`config.mk`:
```
export PLATFORM = sky130hd
export DESIGN_NAME = rx_dc_corr_multi
export DESIGN_NICKNAME = d
export VERILOG_FILES = /design/src/rtl/rx_dsp_pkg.sv /design/src/rtl/dc_corr_lane.sv /design/src/rtl/rx_dc_corr_multi.sv
export SDC_FILE = /design/constraint.sdc
export NUM_CORES = 1
export LEC_CHECK = 0
export CORE_AREA = 8 8 147 252
export CTS_BUF_LIST = sky130_fd_sc_hd__clkbuf_2 sky130_fd_sc_hd__clkbuf_4 sky130_fd_sc_hd__clkbuf_8
export CTS_CLUSTER_DIAMETER = 50
export DETAILED_ROUTE_END_ITERATION = 7
export DIE_AREA = 0 0 155 260
export GPL_TIMING_DRIVEN = 0
export PLACE_DENSITY_LB_ADDON = 0.05
export SLEW_MARGIN = 40
export SYNTH_ARGS = -nofsm -noshare
export SYNTH_HDL_FRONTEND = slang
export SYNTH_SLANG_ARGS = --single-unit
```
`constraint.sdc`:
```
create_clock -name clk -period 8.05 [get_ports clk]
set_input_delay 1.61 -clock clk [delete_from_list [all_inputs] [get_ports clk]]
set_output_delay 1.61 -clock clk [all_outputs]
set_load 0.02 [all_outputs]
```
`src/rtl/rx_dsp_pkg.sv`:
```
// Shared DC-correction mode encoding and the signed saturation helper used by the RX datapath.
package rx_dsp_pkg;

    typedef enum logic [1:0] {
        DC_BYPASS = 2'd0,
        DC_TRACK  = 2'd1,
        DC_HOLD   = 2'd2,
        DC_MANUAL = 2'd3
    } dc_mode_e;

    // Clamp v to the signed range of a w-bit value (w <= 32).
    function automatic logic signed [31:0] sat_clamp(input logic signed [31:0] v,
                                                     input int unsigned w);
        logic signed [31:0] hi;
        logic signed [31:0] lo;
        hi = (32'sd1 <<< (w - 1)) - 32'sd1;
        lo = -(32'sd1 <<< (w - 1));
        if (v > hi) begin
            return hi;
        end else if (v < lo) begin
            return lo;
        end
        return v;
    endfunction

endpackage

```
`src/rtl/dc_corr_lane.sv`:
```
// One correction lane: leaky-integrator DC estimate, subtract (S1) and saturate (S2).
module dc_corr_lane
    import rx_dsp_pkg::*;
#(
    parameter int unsigned WIDTH     = 16,
    parameter int unsigned MAX_SHIFT = 15
) (
    input  logic             clk,
    input  logic             rst,
    input  logic             i_load,
    input  logic             i_s2_load,
    input  logic [1:0]       i_mode,
    input  logic [3:0]       i_shift,
    input  logic [WIDTH-1:0] i_x,
    input  logic [WIDTH-1:0] i_manual,
    output logic [WIDTH-1:0] o_y,
    output logic [WIDTH-1:0] o_corr,
    output logic             o_clip
);
    localparam int unsigned ACC_W = WIDTH + MAX_SHIFT + 1;

    dc_mode_e                w_mode;
    logic signed [ACC_W-1:0] r_acc;
    logic signed [ACC_W-1:0] w_acc_next;
    logic signed [ACC_W-1:0] w_est;
    logic signed [ACC_W-1:0] w_x_ext;
    logic signed [ACC_W-1:0] w_man_ext;
    logic signed [WIDTH-1:0] w_est_used;
    logic signed [WIDTH-1:0] r_corr;
    logic signed [WIDTH:0]   w_diff;
    logic signed [WIDTH:0]   r_diff;
    logic signed [31:0]      w_diff_ext;
    logic signed [31:0]      w_clamped;
    logic [WIDTH-1:0]        r_y;

    assign w_mode = dc_mode_e'(i_mode);

    always_comb begin
        w_x_ext    = ACC_W'($signed(i_x));
        w_man_ext  = ACC_W'($signed(i_manual));
        w_est      = r_acc >>> i_shift;
        w_est_used = '0;
        w_acc_next = r_acc;
        unique case (w_mode)
            DC_BYPASS: begin
                w_est_used = '0;
                w_acc_next = '0;
            end
            DC_TRACK: begin
                w_est_used = WIDTH'(w_est);
                w_acc_next = r_acc + w_x_ext - w_est;
            end
            DC_HOLD: begin
                w_est_used = WIDTH'(w_est);
            end
            DC_MANUAL: begin
                // Preload so a later switch to TRACK resumes from the manual value.
                w_est_used = $signed(i_manual);
                w_acc_next = w_man_ext <<< i_shift;
            end
            default: begin
                w_est_used = '0;
            end
        endcase
        w_diff = (WIDTH + 1)'($signed(i_x)) - (WIDTH + 1)'(w_est_used);
    end

    assign w_diff_ext = 32'(r_diff);
    assign w_clamped  = sat_clamp(w_diff_ext, WIDTH);
    assign o_clip     = (w_clamped != w_diff_ext);

    always_ff @(posedge clk or posedge rst) begin
        if (rst) begin
            r_acc  <= '0;
            r_diff <= '0;
            r_corr <= '0;
            r_y    <= '0;
        end else begin
            if (i_load) begin
                r_acc  <= w_acc_next;
                r_diff <= w_diff;
                r_corr <= w_est_used;
            end
            if (i_s2_load) begin
                r_y <= WIDTH'(w_clamped);
            end
        end
    end

    assign o_y    = r_y;
    assign o_corr = r_corr;

endmodule

```
`src/rtl/rx_dc_corr_multi.sv`:
```
// Multi-lane RX DC-offset corrector: shared valid/ready handshake, per-lane correction, clip counter.
module rx_dc_corr_multi
    import rx_dsp_pkg::*;
#(
    parameter int unsigned WIDTH     = 16,
    parameter int unsigned CHANS     = 1,
    parameter int unsigned MAX_SHIFT = 15,
    parameter int unsigned SATCNT_W  = 16
) (
    input  logic                     clk,
    input  logic                     rst,
    input  logic [2*CHANS*WIDTH-1:0] in_data,
    input  logic                     in_valid,
    output logic                     in_ready,
    output logic [2*CHANS*WIDTH-1:0] out_data,
    output logic                     out_valid,
    input  logic                     out_ready,
    input  logic [1:0]               cfg_mode,
    input  logic [3:0]               cfg_shift,
    input  logic [2*CHANS*WIDTH-1:0] cfg_manual,
    input  logic                     cfg_satcnt_clr,
    output logic [2*CHANS*WIDTH-1:0] corr_vals,
    output logic [SATCNT_W-1:0]      sat_cnt
);
    localparam int unsigned LANES = 2 * CHANS;

    logic                w_adv;
    logic                w_load;
    logic                w_s2_load;
    logic [3:0]          w_shift;
    logic [LANES-1:0]    w_clip;
    logic                r_s1_valid;
    logic                r_out_valid;
    logic [SATCNT_W-1:0] r_sat_cnt;

    // One enable moves both stages, so a bubble in S1 is overwritten rather than held.
    assign w_adv     = !r_out_valid || out_ready;
    assign w_load    = in_valid && w_adv;
    assign w_s2_load = w_adv && r_s1_valid;
    assign w_shift   = (32'(cfg_shift) > MAX_SHIFT) ? 4'(MAX_SHIFT) : cfg_shift;

    for (genvar g = 0; g < LANES; g++) begin : g_lane
        dc_corr_lane #(
            .WIDTH    (WIDTH),
            .MAX_SHIFT(MAX_SHIFT)
        ) u_lane (
            .clk      (clk),
            .rst      (rst),
            .i_load   (w_load),
            .i_s2_load(w_s2_load),
            .i_mode   (cfg_mode),
            .i_shift  (w_shift),
            .i_x      (in_data[g*WIDTH +: WIDTH]),
            .i_manual (cfg_manual[g*WIDTH +: WIDTH]),
            .o_y      (out_data[g*WIDTH +: WIDTH]),
            .o_corr   (corr_vals[g*WIDTH +: WIDTH]),
            .o_clip   (w_clip[g])
        );
    end

    always_ff @(posedge clk or posedge rst) begin
        if (rst) begin
            r_s1_valid  <= 1'b0;
            r_out_valid <= 1'b0;
            r_sat_cnt   <= '0;
        end else begin
            if (w_adv) begin
                r_s1_valid  <= in_valid;
                r_out_valid <= r_s1_valid;
            end
            if (cfg_satcnt_clr) begin
                r_sat_cnt <= '0;
            end else if (w_s2_load && (|w_clip) && !(&r_sat_cnt)) begin
                r_sat_cnt <= r_sat_cnt + SATCNT_W'(1);
            end
        end
    end

    assign in_ready  = w_adv;
    assign out_valid = r_out_valid;
    assign sat_cnt   = r_sat_cnt;

endmodule

```
# [After elaboration in Yosys (flattened, before gate mapping)]
# Index checks and enable logic that the tools add are counted.
[op_classes] eq_ne=5 n_reduce_logical=14 shifts=4 magnitude_cmp=4 n_mux=16 addsub=7
[ops] operator="$mux W32" n=6
[ops] operator="$pmux W32 S3" n=2
[ops] operator="$pmux W16 S3" n=2
[ops] operator="$add A32 B16 Y32" n=2
[ops] operator="$ne A32 B17 Y1" n=2
[ops] operator="$sshl A16 B4 Y32" n=2
[ops] operator="$sshr A32 B4 Y32" n=2
[ops] operator="$sub A32 B32 Y32" n=2
[ops] operator="$gt A17 B16 Y1 const B" n=2
[ops] operator="$lt A17 B16 Y1 const B" n=2
[ops] operator="$sub A16 B16 Y17" n=2
[ops] operator="$mux W16" n=2
[ops] operator="$add A16 B1 Y16 const B" n=1
[ops] operator="$reduce_and A16 Y1" n=1
[ops] operator="$eq A2 B2 Y1 const B" n=2
[ops] operator="$logic_and A1 B1 Y1" n=4
[ops] operator="$mux W1" n=4
[ops] operator="$reduce_or A2 Y1" n=2
[ops] operator="$reduce_bool A3 Y1" n=1
[ops] operator="$eq A2 B1 Y1 const B" n=1
[ops] operator="$logic_not A1 Y1" n=2
[ops] operator="$logic_not A2 Y1" n=1
[ops] operator="$reduce_and A2 Y1" n=1
[ops] operator="$reduce_bool A2 Y1" n=1
[ops] operator="$logic_or A1 B1 Y1" n=1
[totals] inputBits=75 out_inout_bits=82 reg_bits=180

# [Logic depth before layout (Yosys ltp)]
[depth] ltp_word=10 ltp_mapped=24 depth_no_buf=21

# [Cells and area by module]
# Synthesis repeated with hierarchy kept, for this count alone.
[hier_totals] cells_unflattened=2299 area_unflattened_um2=19307.3
[modules_own_cells] module="dc_corr_lane at g_lane[1].u_lane" n_inst=1 area_per_inst_um2=9192.6 seq_area_each_um2=2026.9 cells_each=1117
[modules_own_cells] module="dc_corr_lane at g_lane[0].u_lane" n_inst=1 area_per_inst_um2=9016.1 seq_area_each_um2=2026.9 cells_each=1073
[modules_own_cells] module="rx_dc_corr_multi" n_inst=1 area_per_inst_um2=1098.6 seq_area_each_um2=450.4 cells_each=109

# [Worst setup path before layout]
# OpenSTA, ideal clock, no wires.
[synth_timing] path_kind="input to register" startpoint="input cfg_shift[1]" endpoint="register g_lane[0].u_lane.r_acc[24]" n_path_buf=3 path_stages=21 slack_ps=2294 setup_time_ps=133 arrival_ps=5623 required_ps=7917 path_cell_list="buf_2 buf_2 buf_2 mux2i_1 mux4_2 o21ai_0 ha_1 inv_1 ha_1 inv_1 fa_1 nand2b_1 a21o_1 a21oi_1 or4_4 a41oi_4 o31a_4 o21ai_2 xor2_1 a211oi_1 a21oi_1"
[synth_between] elab_chain_cells=3 elab_cells_between_ends=4 classes_between="add/sub (1); shift (2); mux (1)"
[synth_rtl] item="start, declared" line_no="rx_dc_corr_multi.sv:19" rtl="input logic [3:0] cfg_shift,"
[synth_rtl] item="$sshr A32 B4 Y32" line_no="dc_corr_lane.sv:41" rtl="w_est = r_acc >>> i_shift;"
[synth_rtl] item="$sub A32 B32 Y32" line_no="dc_corr_lane.sv:51" rtl="w_acc_next = r_acc + w_x_ext - w_est;"
[synth_rtl] item="$pmux W32 S3 (*)" line_no="dc_corr_lane.sv:44" rtl="unique case (w_mode)"
[synth_rtl] item="end signal, assigned" line_no="dc_corr_lane.sv:80" rtl="r_acc <= w_acc_next;"
[synth_rtl] item="end, declared" line_no="dc_corr_lane.sv:23" rtl="logic signed [ACC_W-1:0] r_acc;"
# Every way passes the cells marked *; elsewhere a longest branch is shown, timed or not.
# A chain may end at the register's enable or synchronous reset.

# [Worst setup path after layout]
[layout_timing] startpoint="input cfg_shift[2]" endpoint="register g_lane[0].u_lane.r_acc[28]"
# Same word-level chain as after synthesis.

==> summary.md <==
| Metric | Value |
|---|---|
| Status | finished clean |
| PortBufs | 153 |
| Cell variety after synth | 74 |
| Final Util | 0.620 |
| Final Net Count | 2673 |
| Max VDD drop | 0.000489 V |
| Sequential share of the synthesized area | 0.248 |
| Die extent in x | 155 um |
| CP delay by family, top | buffers and inverters |
| Area after DPL | 0.0204 mm^2 |
| Worst setup startpoint | cfg_shift[2] |
| Critical Path Sink Type | flip-flop |
| Max Root-Sink Buffers | 2 |
| Hold_sp | g_lane[0].u_lane.r_diff[4] |
| Crit path buffers/inverters | 4 |
| Slew Viols, Final | 0 |
| Setup WS post-layout | 0.803 ns |
| Post-synthesis xor/xnor area fraction | 0.0419 |
| Post-synthesis adder-cell area fraction | 0.140 |
| Max Clk Rate | 0.138 GHz |
| Initial Utilization | 0.543 |
| Hpwl dp | 58900 um |
| I/O pin cnt | 157 |
| Synth Cell Area | 0.0182 mm^2 |
| CP cell instances | clkdlybuf4s50_1 -> clkbuf_1 -> clkbuf_1 -> buf_1 -> nand2_1 -> a31oi_1 -> fa_1 -> fa_1 -> nand2b_1 -> a21o_1 -> a21oi_1 -> or4_4 -> a41oi_4 -> o31a_4 -> o21ai_2 -> a31oi_1 -> mux2i_1 -> nand2_1 |
| Vias per cell | 6.31 |
| Reg2Reg Launch Point | g_lane[1].u_lane.r_acc[9] |
| Final Setup Violations | 0 |
| Clk_lat worst skew | 0.55 ns |
| Fill cell count | 3056 |
| Antenna violations before repair | 1 |
| CTS resizes | 0 |
| Die height | 260 um |
| Synth Area in Simple Gates | 0.148 |
| Rows | 89 |
| Leakage | 9.48 nW |
| Number of buffers created by CTS | 17 |
| Worst-path clk slew | 0.11 ns |
| Ys async rst share | 1.00 |
| Cells after Synth | 2259 |
| YS warnings | 0 |
| DP Worst Slack | 0.288 ns |
| Max_slew headroom | 0.378 |
| WP data arrival | 7.68 ns |
| Post-Route Setup TNS | 0 ns |
| Main combinational cell family by area after synthesis | compound AO/OA/AOI/OAI gates |
| Die Area | 0.0403 mm^2 |
| Post-synthesis compound-gate area fraction | 0.235 |
| Hold Fails Final Rpt | 0 |
| DR iter-0 viols | 1386 |
| Dpl cells | 2869 |
| Fin cells | 2902 |
| CP max FO | 10 |
| First-pass GRT wire length | 109000 um |
| Crit path kind | input port to flip-flop |
| PwrDens | 382 mW/mm^2 |
| Layout cell share with drive strength beyond 1 | 0.0675 |
| Root Buffer | clkbuf_8 |
| Core ar. | 0.0335 mm^2 |
| EDFF count, synth | 0 |
| Crit path largest cell delay | 0.67 ns |
| Fin crit share | 0.900 |
| Detailed Routing Iterations Pass 1 | 7 |
| Post-CTS Setup Bufs | 0 |
| Vias in the first global route | 18490 |
| Commonest non-fill, non-tap cell in the layout | nand2_1 |
| CTS tree | done |
| WHS | 0.483 ns |
| Post-synthesis mux area share | 0.105 |
| Top FF cell, synth | dfrtp_1 |
| Worst-Margin Slew | 0.933 ns |
| Aggregate global-route resource usage | 0.361 |
| Post-route minimum period | 7.25 ns |
| Layout Skew | 0.0267 ns |
| Remaining DRCs | 0 |
| CTS sink cnt | 180 |
| GRT overflow | 0 |
| Avg Inst Size Synth | 8.05 um^2 |
| Register bit total from synthesis | 180 |
| WL final | 72600 um |
| Most frequent cells in the layout | nand2_1 (295), inv_1 (254), o21ai_0 (236) |
| Startpoint types | input port |
| Post-route ant nets | 0 |
| Hold/Removal Path Class | flip-flop to flip-flop |
| Avg WL per Cell | 25.0 um |
| Max-Cap Viols | 0 |
| Unrepaired setup endpoints after global routing | no |
| CP max-delay cell | clkbuf_1 |
| Number of hold buffers added after cts | 0 |
| Syn Nets | 2499 |
| Via Count | 18326 |
| Tot Pwr | 7.93 mW |
| Final instance area | 0.0208 mm^2 |
| Largest net degree at the start of global routing | 70 |
| Synth-to-Final Area Change | 14.2% |
| Worst EP required | 8.48 ns |
| CTS H-tree depth | 4 |
| GP Congestion | 1.03 |
-- synthesized netlist by cell type, types with 3 or more instances --
master    number  area (um^2)
a22oi_1       33          248
and2_1        11         68.8
mux2i_1       78          781
a211oi_1      21          158
nor2_1       131          492
xnor2_1       53          464
o21ai_0      236         1180
or2_2         32          200
nand4_1       10         62.6
ha_1         101         1260
a211o_1        5         43.8
dfrtp_1      180         4500
a221oi_1      41          359
buf_1         20         75.1
a31oi_1       22          138
nor2b_1       19          119
mux4_2        40          901
buf_2         24          120
a21boi_0       3         22.5
nand2_1      295         1110
o32ai_1        3         26.3
and3_1        16          100
a21oi_1      186          931
clkbuf_1      87          327
o22ai_1        9         56.3
a21o_1        36          270
a41oi_1        3         26.3
mux2_2        20          225
o21bai_1      12         90.1
o211a_1        6         60.1
nand3_1       27          135
nand2b_1      24          150
inv_1        257          965
xor2_1        34          298
o211ai_1      15          113
o31ai_1        8         60.1
fa_1          64         1280
nor3_1        19         95.1
o21a_1        19          143
o221ai_1       9         78.8
or3_1          9         56.3
-- worst paths after layout --
kind,endpoint,slack [ns],depth (start not counted)
setup / recovery,g_lane[0].u_lane.r_acc[28],0.80,18
hold / removal,g_lane[0].u_lane.r_diff[4],0.48,2
setup reg to reg,g_lane[1].u_lane.r_acc[30],2.77,20
hold reg to reg,g_lane[0].u_lane.r_diff[4],0.48,2
max in group asynchronous,g_lane[1].u_lane.r_acc[21],5.53,4
min in group asynchronous,sat_cnt[12],1.49,2
-- worst min-delay path: cells and delay by family (launching register included) --
family,cells,cell delay (ns)
and+or+nand+nor,1,0.05
DFF,1,0.35
AOI/OAI and AO/OA,1,0.05
-- area by class of cell --
class | instances | area (um^2) | area share
Inverter | 258 | 976 | 0.0470
Timing Repair Buffer | 155 | 1590 | 0.0764
Tap cell | 455 | 569 | 0.0274
Sequential cell | 180 | 4500 | 0.217
Clock inverter | 14 | 166 | 0.00801
Multi-Input combinational cell | 1689 | 12200 | 0.587
Buffer | 132 | 532 | 0.0256
Antenna cell | 1 | 2.50 | 0.000121
Clock buffer | 18 | 241 | 0.0116
-- cell families (layout without fill, tap and decap cells) --
family,count (synthesis),count (layout)
buffers and inverters,390,577
DFF,180,180
and+or+nand+nor,606,606
xor gates and xnor gates,87,87
adders and majority gates,165,165
AOI/OAI and AO/OA,693,693
other,0,1
muxes,138,138
-- power breakdown --
group / switching [mW] / internal [mW] / leakage, nW
registers: 0.247 / 1.21 / 2.25
clock network: 0.426 / 0.264 / 0.201
logic: 3.43 / 2.35 / 7.03
total: 4.10 / 3.83 / 9.48
-- state kept, by name, indices dropped and copies added, names as in the netlist --
register	cells
g_lane.u_lane.o_corr	32
g_lane.u_lane.o_y	32
g_lane.u_lane.r_acc	64
g_lane.u_lane.r_diff	34
out_valid	1
r_s1_valid	1
sat_cnt	16
-- metal layers --
metal,global-route usage,routed length (um),vias to the layer above
met1,0.368,24500,8838
met4,0.314,7030,2
met2,0.630,35900,959
met5,0.0113,56,-
met3,0.0610,5170,319
li1,-,-,8208
No activity file was read; power rests on OpenSTA's default activity.
